**src/rtl/control_sequencer_pkg.sv**
```systemverilog
// Shared microstate numbering for the instruction encoder and the control sequencer.
// The State_Sel entry values are the microstate numbers themselves.
package control_sequencer_pkg;

    localparam int STATE_W = 7;

    localparam logic [STATE_W-1:0] ST_IDLE    = 7'd0;
    localparam logic [STATE_W-1:0] ST_FETCH0  = 7'd1;
    localparam logic [STATE_W-1:0] ST_FETCH1  = 7'd2;
    localparam logic [STATE_W-1:0] ST_FETCH2  = 7'd3;
    localparam logic [STATE_W-1:0] ST_DECODE  = 7'd4;
    localparam logic [STATE_W-1:0] ST_ADDU    = 7'd6;
    localparam logic [STATE_W-1:0] ST_ST_ADDR = 7'd7;
    localparam logic [STATE_W-1:0] ST_ST_DATA = 7'd8;
    localparam logic [STATE_W-1:0] ST_ST_WAIT = 7'd9;
    localparam logic [STATE_W-1:0] ST_BEQ     = 7'd11;
    localparam logic [STATE_W-1:0] ST_BR_TAKE = 7'd12;
    localparam logic [STATE_W-1:0] ST_LD_ADDR = 7'd13;
    localparam logic [STATE_W-1:0] ST_LD_WAIT = 7'd14;
    localparam logic [STATE_W-1:0] ST_LD_WB   = 7'd15;
    localparam logic [STATE_W-1:0] ST_SUBU    = 7'd17;

    typedef enum logic [STATE_W-1:0] {
        S_IDLE    = ST_IDLE,
        S_FETCH0  = ST_FETCH0,
        S_FETCH1  = ST_FETCH1,
        S_FETCH2  = ST_FETCH2,
        S_DECODE  = ST_DECODE,
        S_ADDU    = ST_ADDU,
        S_ST_ADDR = ST_ST_ADDR,
        S_ST_DATA = ST_ST_DATA,
        S_ST_WAIT = ST_ST_WAIT,
        S_BEQ     = ST_BEQ,
        S_BR_TAKE = ST_BR_TAKE,
        S_LD_ADDR = ST_LD_ADDR,
        S_LD_WAIT = ST_LD_WAIT,
        S_LD_WB   = ST_LD_WB,
        S_SUBU    = ST_SUBU
    } state_e;

    function automatic logic is_entry_state(input logic [STATE_W-1:0] sel);
        return (sel == ST_ADDU) || (sel == ST_SUBU) || (sel == ST_ST_ADDR) ||
               (sel == ST_BEQ)  || (sel == ST_LD_ADDR);
    endfunction

    function automatic logic is_wait_state(input state_e s);
        return (s == S_FETCH1) || (s == S_ST_WAIT) || (s == S_LD_WAIT);
    endfunction

endpackage

```
**src/rtl/control_sequencer_moc_timer.sv**
```systemverilog
// Memory-wait watchdog: counts MOC-low cycles while a wait state is active and
// flags the cycle in which the wait would exceed MOC_TIMEOUT.
module moc_timer #(
    parameter int MOC_TIMEOUT = 15
) (
    input  logic clk,
    input  logic rst,
    input  logic active,
    input  logic moc,
    output logic timeout
);

    localparam logic [3:0] TIMEOUT_LAST = 4'(MOC_TIMEOUT - 1);

    logic [3:0] count_reg;

    // Held at zero outside wait states, so every wait entry starts from zero.
    always_ff @(posedge clk or posedge rst) begin
        if (rst) begin
            count_reg <= 4'd0;
        end else if (!active) begin
            count_reg <= 4'd0;
        end else if (!moc) begin
            count_reg <= count_reg + 4'd1;
        end
    end

    // MOC arriving on the final cycle wins over the timeout.
    assign timeout = active && !moc && (count_reg == TIMEOUT_LAST);

endmodule

```
**src/rtl/control_sequencer.sv**
```systemverilog
// Microcoded control sequencer: fetch/decode/execute FSM with a memory-wait
// watchdog. Outputs are registered from the next state, except MDR_Ld in LD_WAIT.
module control_sequencer
    import control_sequencer_pkg::*;
#(
    parameter int MOC_TIMEOUT = 15
) (
    input  logic               Clk,
    input  logic               Reset,
    input  logic [STATE_W-1:0] State_Sel,
    input  logic               MOC,
    input  logic               Cond,
    output logic [STATE_W-1:0] State,
    output logic               MFA,
    output logic               RW,
    output logic               IR_Ld,
    output logic               PC_Ld,
    output logic               MAR_Ld,
    output logic               MDR_Ld,
    output logic               RF_Ld,
    output logic               Illegal,
    output logic               Bus_Err
);

    state_e state_reg, state_next;
    logic   illegal_next, bus_err_next;
    logic   timeout;
    logic   mfa_reg, rw_reg, ir_ld_reg, pc_ld_reg, mar_ld_reg, mdr_ld_reg, rf_ld_reg;
    logic   illegal_reg, bus_err_reg;

    moc_timer #(.MOC_TIMEOUT(MOC_TIMEOUT)) u_moc_timer (
        .clk    (Clk),
        .rst    (Reset),
        .active (is_wait_state(state_reg)),
        .moc    (MOC),
        .timeout(timeout)
    );

    always_comb begin
        state_next   = S_FETCH0;
        illegal_next = 1'b0;
        bus_err_next = 1'b0;
        case (state_reg)
            S_IDLE:    state_next = S_FETCH0;
            S_FETCH0:  state_next = S_FETCH1;
            S_FETCH1: begin
                if (MOC)          state_next = S_FETCH2;
                else if (timeout) bus_err_next = 1'b1;
                else              state_next = S_FETCH1;
            end
            S_FETCH2:  state_next = S_DECODE;
            S_DECODE: begin
                if (is_entry_state(State_Sel)) state_next = state_e'(State_Sel);
                else                           illegal_next = 1'b1;
            end
            S_ST_ADDR: state_next = S_ST_DATA;
            S_ST_DATA: state_next = S_ST_WAIT;
            S_ST_WAIT: begin
                if (MOC)          state_next = S_FETCH0;
                else if (timeout) bus_err_next = 1'b1;
                else              state_next = S_ST_WAIT;
            end
            S_BEQ:     state_next = Cond ? S_BR_TAKE : S_FETCH0;
            S_LD_ADDR: state_next = S_LD_WAIT;
            S_LD_WAIT: begin
                if (MOC)          state_next = S_LD_WB;
                else if (timeout) bus_err_next = 1'b1;
                else              state_next = S_LD_WAIT;
            end
            default:   state_next = S_FETCH0;
        endcase
    end

    always_ff @(posedge Clk or posedge Reset) begin
        if (Reset) begin
            state_reg   <= S_IDLE;
            mfa_reg     <= 1'b0;
            rw_reg      <= 1'b0;
            ir_ld_reg   <= 1'b0;
            pc_ld_reg   <= 1'b0;
            mar_ld_reg  <= 1'b0;
            mdr_ld_reg  <= 1'b0;
            rf_ld_reg   <= 1'b0;
            illegal_reg <= 1'b0;
            bus_err_reg <= 1'b0;
        end else begin
            state_reg   <= state_next;
            mfa_reg     <= is_wait_state(state_next);
            rw_reg      <= (state_next == S_FETCH1) || (state_next == S_LD_WAIT);
            ir_ld_reg   <= (state_next == S_FETCH2);
            // PC increments only on the first FETCH1 cycle, not on each wait cycle.
            pc_ld_reg   <= ((state_next == S_FETCH1) && (state_reg != S_FETCH1)) ||
                           (state_next == S_BR_TAKE);
            mar_ld_reg  <= (state_next == S_FETCH0) || (state_next == S_ST_ADDR) ||
                           (state_next == S_LD_ADDR);
            mdr_ld_reg  <= (state_next == S_ST_DATA);
            rf_ld_reg   <= (state_next == S_ADDU) || (state_next == S_SUBU) ||
                           (state_next == S_LD_WB);
            illegal_reg <= illegal_next;
            bus_err_reg <= bus_err_next;
        end
    end

    assign State   = state_reg;
    assign MFA     = mfa_reg;
    assign RW      = rw_reg;
    assign IR_Ld   = ir_ld_reg;
    assign PC_Ld   = pc_ld_reg;
    assign MAR_Ld  = mar_ld_reg;
    assign MDR_Ld  = mdr_ld_reg | ((state_reg == S_LD_WAIT) && MOC);
    assign RF_Ld   = rf_ld_reg;
    assign Illegal = illegal_reg;
    assign Bus_Err = bus_err_reg;

endmodule
```
**config.mk**
```make
export PLATFORM = sky130hd
export DESIGN_NAME = control_sequencer
export DESIGN_NICKNAME = d
export VERILOG_FILES = /design/src/rtl/control_sequencer_pkg.sv /design/src/rtl/control_sequencer_moc_timer.sv /design/src/rtl/control_sequencer.sv
export SDC_FILE = /design/constraint.sdc
export NUM_CORES = 1
export LEC_CHECK = 0
export ABC_AREA = 0
export BUFFER_PORTS_ARGS = -buffer_cell sky130_fd_sc_hd__buf_2
export CAP_MARGIN = 5
export CORE_MARGIN = 5
export CORE_UTILIZATION = 53
export DETAILED_ROUTE_END_ITERATION = 12
export PLACE_DENSITY = 0.87
export REMOVE_ABC_BUFFERS = 1
export SLEW_MARGIN = 20
export SYNTH_ARGS = -nofsm -noshare
export SYNTH_HDL_FRONTEND = slang
export SYNTH_HIERARCHICAL = 1
export SYNTH_SLANG_ARGS = --single-unit
export TNS_END_PERCENT = 50
```
**constraint.sdc**
```tcl
create_clock -name Clk -period 3.05 [get_ports Clk]
set_input_delay 0.305 -clock Clk [delete_from_list [all_inputs] [get_ports Clk]]
set_output_delay 0.305 -clock Clk [all_outputs]
set_load 0.03 [all_outputs]
```
==> results.txt <==
* Final Slew Violations: 0
* Maximum ir drop on the vdd rail: 390 uV
- TritonCTS built the clock tree.
- Power per cell area: 313 nW/um^2
* Final count of hold timing violations: 0
- In the global route stage, overall resource usage came out at 19.1%.
- In this design, the stage delay of the slowest critical-path cell is ~0.45 ns.
- At the pin with the least slew margin, the transition time is 0.607 ns.
- Average footprint of a synthesized cell: between 9 and 10 sq um
- Worst clock skew: 0.00178 ns
- The number of placed instances, taps included, is between 150 and 200.
- Predominant post-synthesis flop cell: sky130_fd_sc_hd__dfrtp_1
* CP bufs+invs: 2
* Clock buffer count from CTS: 3
* DRC violation count after routing: 0
- During placement, the flow inserted port buffers numbering 26.
* Clock Sink Count: 20
- Summing internal, switching and leakage power gives 540 uW.
- For this run, the register share of the synthesized area comes to 40.8%.
- Clock latency on the worst-skew pair, taken at its later pin, is 0.31 ns.
- Via count normalized by instance count: 5.60
- GRT overflow: 0
* Placer's final routability congestion estimate: 0.914
- Num ports: 27
- STA classifies the critical path startpoint as a register.
* RSZ-0062 raised after global routing: yes
* Width of the chip: slightly below 60 microns
* Number of antenna violations at the first check in global routing: 0
- The final reports fail on negative setup slack.
- Ordered cell list for the critical path: xor2_2 -> o22ai_1 -> and2_4 -> nand3_4 -> nor3b_4 -> nand2b_1 -> a21o_1 -> a32o_2 -> a22oi_2 -> inv_2 -> nand2_2 -> o21bai_1 -> buf_4
* Wire length of the first global-routing pass: 4910 microns
- Setup violations remaining at the end of the flow were counted as 1.
- After synthesis the cells add up to 1230 sq um.
- For the worst setup path, the data arrival time is 2.86 ns.
- Maxcap violations: 0
- Layout cells sized above 1: around 46%
* Share of flip-flops with an asynchronous set or reset after synthesis: 100%
- Number of rows created at floorplan: 17
* Setup TNS: -0.116 ns
- CTS H-tree lvls: 1
* Initial Utilization: 55.5%
- Number of buffers on the longest clock path: 2
- Before antenna repair, the detailed router went through 4 iterations.
- Entering global routing, the biggest net connects 17 pins.
* Number of antenna-violating nets in the routed design: 0
* Number of flops mapped to enable cells by yosys: 0
- Standby leakage power: 0.000830 uW
- Leaving out fill and tap cells, the most frequent cell in the layout is sky130_fd_sc_hd__buf_2.
* Placeable Area: around 2200 sq um
- Outcome: finished with violations
- The final layout contains around 200 nets.
- The Yosys step of the flow raised 6 warnings.
- The first routing iteration left 60 violations.
* Buffer cell driving the clock tree root: sky130_fd_sc_hd__clkbuf_4
- Max Clock Freq: 316 MHz
- STA classifies the critical path endpoint as an output pin.
- In the layout the commonest cells are sky130_fd_sc_hd__buf_2, sky130_fd_sc_hd__buf_4, sky130_fd_sc_hd__dfrtp_1.
- Gate count after technology mapping: 124
* Via count of the first global-routing pass: 1110
* Layout Cells excl Fill: 210
* Routed len/inst: 16.7 microns
- Vias after detailed routing: 1176
* Shortest clock period the worst path allows after layout: roughly 3.2 ns
- Hold is met by 0.300 ns.
- Estimated wirelength of the detail-placed design: ~2100 microns
* Final worst-path cycle share: 104%
- Area overhead of the layout relative to synthesis: 40.7%
* Required time reported for the critical path endpoint: 2.74 ns
* Classification of the worst-slack hold path: input port to register
- Setup slack on the critical path of the routed design comes to -0.116 ns.
* Critical Setup Path Class: register to output pin
* Number of diodes added for antenna fixing: 0
- Crit Path Max Fanout: 4
* Critical path's top delay family: compound AO/OA/AOI/OAI gates
- Critical-path cell with the highest stage delay: sky130_fd_sc_hd__dfrtp_1
- After synthesis the netlist holds a flip-flop and latch count of 20.
- After clock tree synthesis, the clock-pin slew on the worst setup and hold paths is 0.11 ns.
- Die span in y: 58.1 microns
* Total die area: about 3400 sq um
* Number of distinct library cells after synthesis: 48
- Detailed-route wire length: between 3000 and 4000 microns
- Max_slew headroom: 59.5%
- Post-Route Utilization: 78.1%
* Flip-flop count of the largest register, all copies and words added: 7
-- area by class of cell --
class                           instances  area, sq um
Multi-Input combinational cell         94          724
Sequential cell                        20          503
Fill cell                             151          485
Timing Repair Buffer                   57          402
Clock buffer                            4         36.3
Tap cell                               28         35.0
Inverter                                7         26.3
-- repair_timing --
| item | CTS | global route |
|---|---|---|
| hold buffers | 1 | 0 |
| resized for setup | 5 | 17 |
| endpoints found under the hold margin | 4 | 0 |
| endpoints found under the setup margin | 1 | 2 |
| cloned | 0 | 0 |
| buffers inserted | 13 | 10 |
| pin swaps | 2 | 8 |
-- worst register-to-register path: stages, from the launching register on --
cell and delay [ns]:
sky130_fd_sc_hd__dfrtp_1 0.45, sky130_fd_sc_hd__xor2_2 0.21, sky130_fd_sc_hd__o22ai_1 0.15, sky130_fd_sc_hd__and2_4 0.20, sky130_fd_sc_hd__nand3_4 0.08, sky130_fd_sc_hd__nor3b_4 0.25, sky130_fd_sc_hd__nand2b_1 0.17, sky130_fd_sc_hd__buf_4 0.17
sky130_fd_sc_hd__buf_6 0.10, sky130_fd_sc_hd__buf_6 0.10, sky130_fd_sc_hd__buf_6 0.11, sky130_fd_sc_hd__buf_6 0.10, sky130_fd_sc_hd__buf_6 0.10, sky130_fd_sc_hd__buf_6 0.10, sky130_fd_sc_hd__buf_6 0.10, sky130_fd_sc_hd__buf_6 0.10
sky130_fd_sc_hd__buf_4 0.12, sky130_fd_sc_hd__buf_4 0.12, sky130_fd_sc_hd__buf_4 0.12, sky130_fd_sc_hd__nor2b_1 0.13
-- kinds of logic (layout without fill, tap and decap cells) --
| kind of cell | Yosys count | after routing | synth area share [%] |
|---|---|---|---|
| AND/OR/NAND/NOR | 58 | 58 | 29.8 |
| buffers and inverters | 11 | 68 | 4.79 |
| XOR/XNOR | 7 | 7 | 5.00 |
| flip-flops | 20 | 20 | 40.8 |
| other | 1 | 2 | 0.306 |
| AO/OA/AOI/OAI | 25 | 25 | 17.3 |
| adder cells (fa/ha/maj) | 2 | 2 | 2.04 |
-- Yosys cell counts, types with 2 or more instances --
library cell                n  area (sq um)
sky130_fd_sc_hd__nand4_1    2          12.5
sky130_fd_sc_hd__xnor2_1    5          43.8
sky130_fd_sc_hd__ha_1       2          25.0
sky130_fd_sc_hd__and2_1     5          31.3
sky130_fd_sc_hd__nor3_1     4          20.0
sky130_fd_sc_hd__o21a_1     3          22.5
sky130_fd_sc_hd__inv_1      5          18.8
sky130_fd_sc_hd__nand2_1   10          37.5
sky130_fd_sc_hd__buf_2      2          10.0
sky130_fd_sc_hd__xor2_1     2          17.5
sky130_fd_sc_hd__a21oi_1    3          15.0
sky130_fd_sc_hd__nor2_1     7          26.3
sky130_fd_sc_hd__nand3_1    6          30.0
sky130_fd_sc_hd__nand4b_1   4          35.0
sky130_fd_sc_hd__nor4b_1    2          17.5
sky130_fd_sc_hd__buf_6      2          22.5
sky130_fd_sc_hd__inv_2      2          7.51
sky130_fd_sc_hd__dfrtp_1   20           500
sky130_fd_sc_hd__nor2b_1    3          18.8
sky130_fd_sc_hd__nand2b_1   7          43.8
-- path summary, 6_finish.rpt --
path | startpoint | to | slack [ns] | cells past startpoint
hold reg to reg | State[0]$_DFF_PP0_ | PC_Ld$_DFF_PP0_ | 0.63 | 2
min in group asynchronous | Reset | u_moc_timer/count_reg[1]$_DFFE_PP0P_ | 0.41 | 3
hold / removal | State_Sel[5] | Illegal$_DFF_PP0_ | 0.30 | 3
setup reg to reg | State[2]$_DFF_PP0_ | Bus_Err$_DFF_PP0_ | 0.02 | 19
max in group asynchronous | Reset | State[3]$_DFF_PP0_ | 2.02 | 3
setup / recovery | State[2]$_DFF_PP0_ | MDR_Ld | -0.12 | 13
-- per-stage QoR --
stage	cell area (sq um)	setup slack [ns]
detailed placement	1420	0.184
CTS	1580	0.0108
floorplan	1200	0.0190
global placement	1420	0.295
finish	1730	-0.116
global route	1730	-0.223
-- report_power, final --
part / internal (uW) / leakage [uW] / switching (uW) / total [uW]
Sequential: 272 / 0.000263 / 4.78 / 277
Combinational: 41.8 / 0.000546 / 64.6 / 106
Clock: 73.0 / 0.0000210 / 83.0 / 156
-- metal layers --
metal / global-route usage [%] / vias up / share of wire, %
li1: - / 551 / -
met5: 0 / - / 0
met1: 22.3 / 551 / 38
met3: 5.35 / 14 / 7.3
met2: 33.4 / 60 / 51
met4: 6.29 / 0 / 3.8
Note: power is estimated with default switching activity, not from simulation.
